$ cat config.mk
export PLATFORM = sky130hd
export DESIGN_NAME = vga_capture
export DESIGN_NICKNAME = d
export VERILOG_FILES = /design/src/rtl/vga_pkg.sv /design/src/rtl/vga_sync_detect.sv /design/src/rtl/vga_capture.sv
export SDC_FILE = /design/constraint.sdc
export NUM_CORES = 1
export LEC_CHECK = 0
export ABC_AREA = 0
export CAP_MARGIN = 10
export CORE_UTILIZATION = 30
export CTS_BUF_LIST = sky130_fd_sc_hd__clkbuf_4 sky130_fd_sc_hd__clkbuf_8
export CTS_CLUSTER_SIZE = 25
export DETAILED_ROUTE_END_ITERATION = 12
export SYNTH_ARGS = -nofsm -noshare
export SYNTH_HDL_FRONTEND = slang
export SYNTH_SLANG_ARGS = --single-unit
$ cat constraint.sdc
create_clock -name clk -period 8.01 [get_ports clk]
set_input_delay 1.602 -clock clk [delete_from_list [all_inputs] [get_ports clk]]
set_output_delay 1.602 -clock clk [all_outputs]
set_load 0.1 [all_outputs]
$ cat src/rtl/vga_pkg.sv
// Shared definitions for the VGA frame-capture block.
// Holds the default 640x480@60 timing constants, the frame-buffer address width, the
// counter width and the state encodings of the lock and capture FSMs.
package vga_pkg;

  localparam int unsigned H_TOTAL  = 800;
  localparam int unsigned V_TOTAL  = 525;
  localparam int unsigned H_ACTIVE = 640;
  localparam int unsigned V_ACTIVE = 480;
  localparam int unsigned H_START  = 144;
  localparam int unsigned V_START  = 35;

  localparam int unsigned ADDR_W = 19;
  localparam int unsigned CNT_W  = 10;

  localparam logic [CNT_W-1:0] CNT_MAX = '1;

  typedef enum logic [1:0] {
    LkSearch,
    LkVerify,
    LkLocked
  } lock_state_e;

  typedef enum logic [1:0] {
    CapIdle,
    CapArmed,
    CapCapture
  } cap_state_e;

  // Increment that sticks at the counter maximum.
  function automatic logic [CNT_W-1:0] sat_inc(input logic [CNT_W-1:0] val);
    return (val == CNT_MAX) ? val : val + 1'b1;
  endfunction

endpackage

$ cat src/rtl/vga_sync_detect.sv
// Input registering, sync edge detection, h/v position counters and the lock FSM.
// Ports:
//   clk, rst        pixel clock, synchronous active-high reset
//   h_sync_i        horizontal sync (active low), v_sync_i vertical sync (active low)
//   pixel_i         raw pixel {B,G,R}
//   pixel_o         registered pixel matching active_o/frame_start_o
//   active_o        registered pixel lies inside the active window
//   frame_start_o   this cycle is the first line of a new frame
//   lock_ok_o       locked and no timing error detected this cycle
//   locked_o        lock FSM is in LOCKED
//   timing_err_o    one-cycle pulse on a timing mismatch while locked
module vga_sync_detect
  import vga_pkg::*;
#(
  parameter int unsigned H_TOTAL  = vga_pkg::H_TOTAL,
  parameter int unsigned V_TOTAL  = vga_pkg::V_TOTAL,
  parameter int unsigned H_START  = vga_pkg::H_START,
  parameter int unsigned V_START  = vga_pkg::V_START,
  parameter int unsigned H_ACTIVE = vga_pkg::H_ACTIVE,
  parameter int unsigned V_ACTIVE = vga_pkg::V_ACTIVE
) (
  input  logic        clk,
  input  logic        rst,
  input  logic        h_sync_i,
  input  logic        v_sync_i,
  input  logic [11:0] pixel_i,
  output logic [11:0] pixel_o,
  output logic        active_o,
  output logic        frame_start_o,
  output logic        lock_ok_o,
  output logic        locked_o,
  output logic        timing_err_o
);

  localparam logic [CNT_W-1:0] HLast  = CNT_W'(H_TOTAL - 1);
  localparam logic [CNT_W-1:0] VLast  = CNT_W'(V_TOTAL - 1);
  localparam logic [CNT_W-1:0] HActLo = CNT_W'(H_START);
  localparam logic [CNT_W-1:0] HActHi = CNT_W'(H_START + H_ACTIVE - 1);
  localparam logic [CNT_W-1:0] VActLo = CNT_W'(V_START);
  localparam logic [CNT_W-1:0] VActHi = CNT_W'(V_START + V_ACTIVE - 1);

  logic             hs_q, vs_q, hs_prev_q, vs_line_q;
  logic [11:0]      pix_q;
  logic [CNT_W-1:0] h_q, h_d, v_q, v_d;
  lock_state_e      state_q, state_d;
  logic             err_q, err_d;
  logic             line_start, frame_start, h_bad, v_bad, h_stall;

  always_ff @(posedge clk) begin
    if (rst) begin
      hs_q      <= 1'b0;
      vs_q      <= 1'b0;
      pix_q     <= '0;
      hs_prev_q <= 1'b0;
      vs_line_q <= 1'b0;
      h_q       <= '0;
      v_q       <= '0;
    end else begin
      hs_q      <= h_sync_i;
      vs_q      <= v_sync_i;
      pix_q     <= pixel_i;
      hs_prev_q <= hs_q;
      // v_sync level seen at the most recent line start, for frame-edge detection
      if (line_start) vs_line_q <= vs_q;
      h_q <= h_d;
      v_q <= v_d;
    end
  end

  // h_d/v_d are the position of the pixel currently held in pix_q; h_q/v_q the
  // position of the previous cycle, so h_q at a line start is the last count of that line.
  always_comb begin
    line_start  = hs_prev_q & ~hs_q;
    frame_start = line_start & ~vs_q & vs_line_q;
    h_d         = line_start ? '0 : sat_inc(h_q);
    v_d         = v_q;
    if (frame_start)     v_d = '0;
    else if (line_start) v_d = sat_inc(v_q);
    h_bad   = line_start & (h_q != HLast);
    v_bad   = frame_start & (v_q != VLast);
    h_stall = ~line_start & (h_d == CNT_MAX);
  end

  always_ff @(posedge clk) begin
    if (rst) begin
      state_q <= LkSearch;
      err_q   <= 1'b0;
    end else begin
      state_q <= state_d;
      err_q   <= err_d;
    end
  end

  always_comb begin
    state_d = state_q;
    unique case (state_q)
      LkSearch: if (frame_start) state_d = LkVerify;
      LkVerify: begin
        if (h_bad || v_bad || h_stall) state_d = LkSearch;
        else if (frame_start)          state_d = LkLocked;
      end
      LkLocked: if (h_bad || v_bad || h_stall) state_d = LkSearch;
      default:  state_d = LkSearch;
    endcase
  end

  always_comb begin
    err_d     = (state_q == LkLocked) & (h_bad | v_bad | h_stall);
    lock_ok_o = (state_q == LkLocked) & ~err_d;
    locked_o  = (state_q == LkLocked);
  end

  assign timing_err_o  = err_q;
  assign pixel_o       = pix_q;
  assign frame_start_o = frame_start;
  assign active_o      = (h_d >= HActLo) & (h_d <= HActHi) & (v_d >= VActLo) & (v_d <= VActHi);

endmodule

$ cat src/rtl/vga_capture.sv
// Single-frame VGA capture into a linear frame buffer.
// Ports:
//   clk, rst            pixel clock, synchronous active-high reset
//   h_sync, v_sync      active-low syncs; pixel_data {B,G,R} 4 bits each
//   cap_req             one-cycle request to capture the next locked frame
//   cap_busy            capture armed or in progress; cap_done one-cycle completion pulse
//   wr_en/wr_addr/wr_data  frame-buffer write port, address row*H_ACTIVE+col
//   locked              input timing matches; timing_err one-cycle mismatch pulse
module vga_capture
  import vga_pkg::*;
#(
  parameter int unsigned H_TOTAL  = vga_pkg::H_TOTAL,
  parameter int unsigned V_TOTAL  = vga_pkg::V_TOTAL,
  parameter int unsigned H_START  = vga_pkg::H_START,
  parameter int unsigned V_START  = vga_pkg::V_START,
  parameter int unsigned H_ACTIVE = vga_pkg::H_ACTIVE,
  parameter int unsigned V_ACTIVE = vga_pkg::V_ACTIVE
) (
  input  logic              clk,
  input  logic              rst,
  input  logic              h_sync,
  input  logic              v_sync,
  input  logic [11:0]       pixel_data,
  input  logic              cap_req,
  output logic              cap_busy,
  output logic              cap_done,
  output logic              wr_en,
  output logic [ADDR_W-1:0] wr_addr,
  output logic [11:0]       wr_data,
  output logic              locked,
  output logic              timing_err
);

  localparam logic [ADDR_W-1:0] AddrLast = ADDR_W'(H_ACTIVE * V_ACTIVE - 1);

  logic [11:0]       pix;
  logic              active, frame_start, lock_ok;
  cap_state_e        cap_q, cap_d;
  logic [ADDR_W-1:0] cnt_q, cnt_d, cur_addr;
  logic [ADDR_W-1:0] wr_addr_q;
  logic [11:0]       wr_data_q;
  logic              wr_en_q, done_q;
  logic              start_cap, wr_fire, last_pending;

  vga_sync_detect #(
    .H_TOTAL (H_TOTAL),
    .V_TOTAL (V_TOTAL),
    .H_START (H_START),
    .V_START (V_START),
    .H_ACTIVE(H_ACTIVE),
    .V_ACTIVE(V_ACTIVE)
  ) u_sync (
    .clk          (clk),
    .rst          (rst),
    .h_sync_i     (h_sync),
    .v_sync_i     (v_sync),
    .pixel_i      (pixel_data),
    .pixel_o      (pix),
    .active_o     (active),
    .frame_start_o(frame_start),
    .lock_ok_o    (lock_ok),
    .locked_o     (locked),
    .timing_err_o (timing_err)
  );

  always_ff @(posedge clk) begin
    if (rst) cap_q <= CapIdle;
    else     cap_q <= cap_d;
  end

  // Leave CAPTURE one cycle after the final write becomes visible, so cap_busy
  // falls in the same cycle cap_done rises.
  always_comb begin
    cap_d = cap_q;
    unique case (cap_q)
      CapIdle:  if (cap_req) cap_d = CapArmed;
      CapArmed: if (frame_start && lock_ok) cap_d = CapCapture;
      CapCapture: begin
        if (last_pending)  cap_d = CapIdle;
        else if (!lock_ok) cap_d = CapArmed;
      end
      default: cap_d = CapIdle;
    endcase
  end

  always_comb begin
    last_pending = wr_en_q & (wr_addr_q == AddrLast);
    start_cap    = (cap_q == CapArmed) & frame_start & lock_ok;
    wr_fire      = ((cap_q == CapCapture) | start_cap) & lock_ok & active & ~last_pending;
    cur_addr     = start_cap ? '0 : cnt_q;
    cnt_d        = cnt_q;
    if (start_cap) cnt_d = '0;
    if (wr_fire)   cnt_d = cur_addr + 1'b1;
    cap_busy     = (cap_q != CapIdle);
  end

  always_ff @(posedge clk) begin
    if (rst) begin
      cnt_q     <= '0;
      wr_en_q   <= 1'b0;
      wr_addr_q <= '0;
      wr_data_q <= '0;
      done_q    <= 1'b0;
    end else begin
      cnt_q   <= cnt_d;
      wr_en_q <= wr_fire;
      if (wr_fire) begin
        wr_addr_q <= cur_addr;
        wr_data_q <= pix;
      end
      done_q <= last_pending;
    end
  end

  assign wr_en    = wr_en_q;
  assign wr_addr  = wr_addr_q;
  assign wr_data  = wr_data_q;
  assign cap_done = done_q;

endmodule
==> summary.txt <==
Logic synthesis
  – Sequential area share after synthesis: 39.2%
  – Post-synth ARST share: 0%
  – Syn nets: 532
  – Synth Flop Type: dfxtp_1
  – Post-Synthesis Cells: 511
  – Syn Area/Cell: 9.29 um2
  – Ys Warns: 0
  – Number of synthesized flops with an enable pin: 0
  – Post-synth cell types: 66
  – Cell area after synthesis: 4750 um2
  – #FFs+latches synth: 93

Timing
  – Fin crit share: 47.9%
  – Setup Skew: 0.00896 ns
  – Worst-Margin Slew: 1.20 ns
  – Slew Viols, Final: 0
  – Final critical-path required period: 3.84 ns
  – Fmax: 260 MHz
  – Worst slew margin: 20.0%
  – Final setup vio count: 0
  – RSZ-0062 raised after global routing: no
  – Hold Vio Cnt, Final: 0
  – Setup TNS: 0 ns

Setup path
  – Worst-case reg-to-reg path depth: 8
  – Top fanout value on the critical path: 24
  – CP required: 8.30 ns
  – Worst Setup EP: cnt_q[0]$_SDFF_PP0_
  – CP startpoint: u_sync.v_q[0]$_SDFF_PP0_
  – Critical Path AT: 4.13 ns
  – CP startpoint kind: register
  – RR Startpoint: u_sync.v_q[0]$_SDFF_PP0_
  – Worst R2R End: cnt_q[0]$_SDFF_PP0_
  – Crit end category: register
  – Setup Crit Path Kind: reg2reg
  – Reg-to-reg slack, setup: 4.17 ns

Floorplanning
  – Top-level I/O count: 53
  – Die width: 128 um
  – Starting Density: 31.0%
  – Die area: 16,300 um2
  – Die height: 128 um
  – Row Count: 45
  – Core area: 15,300 um2

Finish
  – Fillers: 1,587
  – Nets: 563
  – Number of antenna diodes: 0
  – Area delta synth->final: 17.2%
  – Design area: 5560 um2
  – Share of cells above drive strength 1: 7.86%

Drt
  – DR iter-0 viols: 362
  – Via count: 3,796
  – Antenna Violating Nets Remaining: 0
  – DRT Pass-1 Iters: 4
  – DRC: 0
  – WL final: 10,700 um
  – DR vias/cell: 5.01
  – Drt wl/cell: 14.1 um

Power
  – Leakage: 0.00184 uW
  – Total power: 851 uW
  – Maximum vdd drop: 64.1 uV
  – Power Density: 153 nW/um2

Clock network
  – Worst skew pair latency: 0.37 ns
  – Num CTS Buffers: 9
  – Max Root-Sink Buffers: 2
  – CTS tree: yes
  – Hold_buf cts: 0
  – Clock slew seen by the registers of the worst setup and hold paths: 0.10 ns
  – Postcts setup bufs: 0
  – CTS sink count: 93
  – CTS H-tree lvls: 3
  – Post-cts gate resize count: 0
  – Clock root buffer: clkbuf_8

Global routing
  – Vias in the first global route: 3,522
  – First-pass GRT wire length: 17,600 um
  – Largest net degree at the start of global routing: 95
  – GRT Total Usage: 13.4%
  – Grt ovf: 0
  – Initial antenna violation count: 0

Placement
  – DP HPWL: 7370 um
  – Area after DPL: 5360 um2
  – IO Port Bufs: 52
  – GPL Wtd Cong: 0.856

Worst hold path
  – Hold_sp: u_sync.pixel_o[10]$_SDFF_PP0_
  – Min-delay worst type: reg2reg
  – Hold Path Stages: 2

Run status
  – Status: complete, no violations

Job
  – Max-cap violations: 0
==> cells in the final DEF, fill, tap and decap left out, types with 3 or more instances in the layout <==
| cell | count |
|---|---|
| dfxtp_1 | 93 |
| nand2b_1 | 68 |
| mux2i_1 | 55 |
| clkdlybuf4s50_1 | 51 |
| nand2_1 | 34 |
| nor2_1 | 28 |
| nor2b_1 | 18 |
| nand4_1 | 18 |
| inv_1 | 13 |
| nand3_1 | 13 |
| a211oi_1 | 10 |
| clkbuf_8 | 9 |
| a21oi_1 | 7 |
| and3_1 | 7 |
| nor3_1 | 6 |
| o21ai_0 | 6 |
| a41oi_1 | 6 |
| and2_1 | 5 |
| a31oi_1 | 5 |
| and4_1 | 5 |
| or2_2 | 5 |
| a21o_1 | 4 |
| a2111oi_0 | 4 |
| ha_1 | 4 |
| nor4b_1 | 3 |
| o211ai_1 | 3 |
| o211a_1 | 3 |
| or3_1 | 3 |
| nand3b_1 | 3 |
| a2111oi_4 | 3 |
| a2111oi_2 | 3 |
| inv_6 | 3 |
| buf_4 | 3 |
==> critical path, stage by stage, from the launching register on <==
cell and delay, ns:
dfxtp_1 0.50, ha_1 0.27, nand3_1 0.18, nor3_2 0.29, or4_1 0.16, nand4_1 0.16, or4b_1 0.93, a21oi_4 0.99
mux2i_1 0.28
==> layout make-up <==
cell class,count,area (um2),share of cell area [%]
inverter,13,48.8,0.877
clock inverter,6,75.1,1.35
timing repair buffer,55,538,9.67
multi-input combinational,370,2650,47.5
sequential,93,1860,33.5
tap,211,264,4.74
clock buffer,10,131,2.36
==> synth_stat cells, types with 3 or more instances <==
library cell	n	area share (%)
ha_1	4	1.1
buf_6	4	0.95
and3_1	7	0.92
or3_1	3	0.40
a2111oi_2	3	0.95
nor2b_1	19	2.5
and2_1	5	0.66
mux2i_1	55	12
a21o_1	4	0.63
a2111oi_4	3	1.7
buf_4	3	0.47
o211ai_1	3	0.47
dfxtp_1	93	39
clkbuf_1	17	1.3
buf_2	9	0.95
nand3b_1	3	0.47
and4_1	5	0.92
o21ai_0	6	0.63
inv_1	13	1.0
nand2_1	34	2.7
or2_2	5	0.66
nand3_1	13	1.4
nand4_1	18	2.4
a2111oi_0	4	0.74
nor3_1	6	0.63
nor2_1	28	2.2
nor4b_1	3	0.55
a41oi_1	6	1.1
nand2b_1	68	9.0
a21oi_1	7	0.74
o211a_1	3	0.63
a211oi_1	10	1.6
a31oi_1	5	0.66
==> sequential cells by signal (all words and copies together), names as in the netlist, 2 cells and up <==
signal / flops
u_sync.h_q: 10
u_sync.pixel_o: 12
cap_q: 2
cnt_q: 19
u_sync.v_q: 10
wr_addr: 19
u_sync.state_q: 2
wr_data: 12
==> stage by stage <==
stage / hold WS, ns / cells / worst slack (ns) / util, %
floorplan: 0.414 / 511 / 4.92 / -
global placement: 0.426 / 742 / 4.31 / 35.0
detailed placement: 0.437 / 742 / 4.21 / 35.0
CTS: 0.465 / 758 / 4.20 / 36.3
global route: 0.477 / 758 / 3.89 / 36.3
finish: 0.459 / 758 / 4.17 / 36.3
==> kinds of logic after synthesis <==
logic type,after synthesis,synth area share [%]
AO/OA/AOI/OAI,79,15.0
XOR/XNOR,2,0.369
adder cells (fa/ha/maj),4,1.05
buffers and inverters,48,5.14
flip-flops,93,39.2
multiplexers,55,11.6
AND/OR/NAND/NOR,230,27.6
==> layer usage <==
| layer | routed length [um] | share of wire (%) | global-route usage [%] |
|---|---|---|---|
| met4 | 119 | 1.1 | 3.88 |
| met1 | 5100 | 48 | 17.8 |
| met5 | 0 | 0 | 0 |
| met3 | 446 | 4.2 | 3.09 |
| met2 | 5040 | 47 | 21.6 |
==> worst min-delay path by stage <==
stage | slack [ns] | endpoint
2_1_floorplan | 0.41 | u_sync.state_q[0]$_SDFFE_PP0P_
3_3_place_gp | 0.43 | u_sync.state_q[0]$_SDFFE_PP0P_
3_5_place_dp | 0.44 | u_sync.state_q[0]$_SDFFE_PP0P_
4_1_cts | 0.47 | u_sync.state_q[0]$_SDFFE_PP0P_
5_1_grt | 0.48 | wr_data[7]$_SDFFE_PP0P_
6_report | 0.46 | wr_data[10]$_SDFFE_PP0P_
==> power breakdown <==
group / internal (uW) / switching (uW)
clock network: 154 / 181
registers: 468 / 4.44
logic: 21.7 / 21.5
total: 643 / 207
Power figures use the tool's default switching activity.
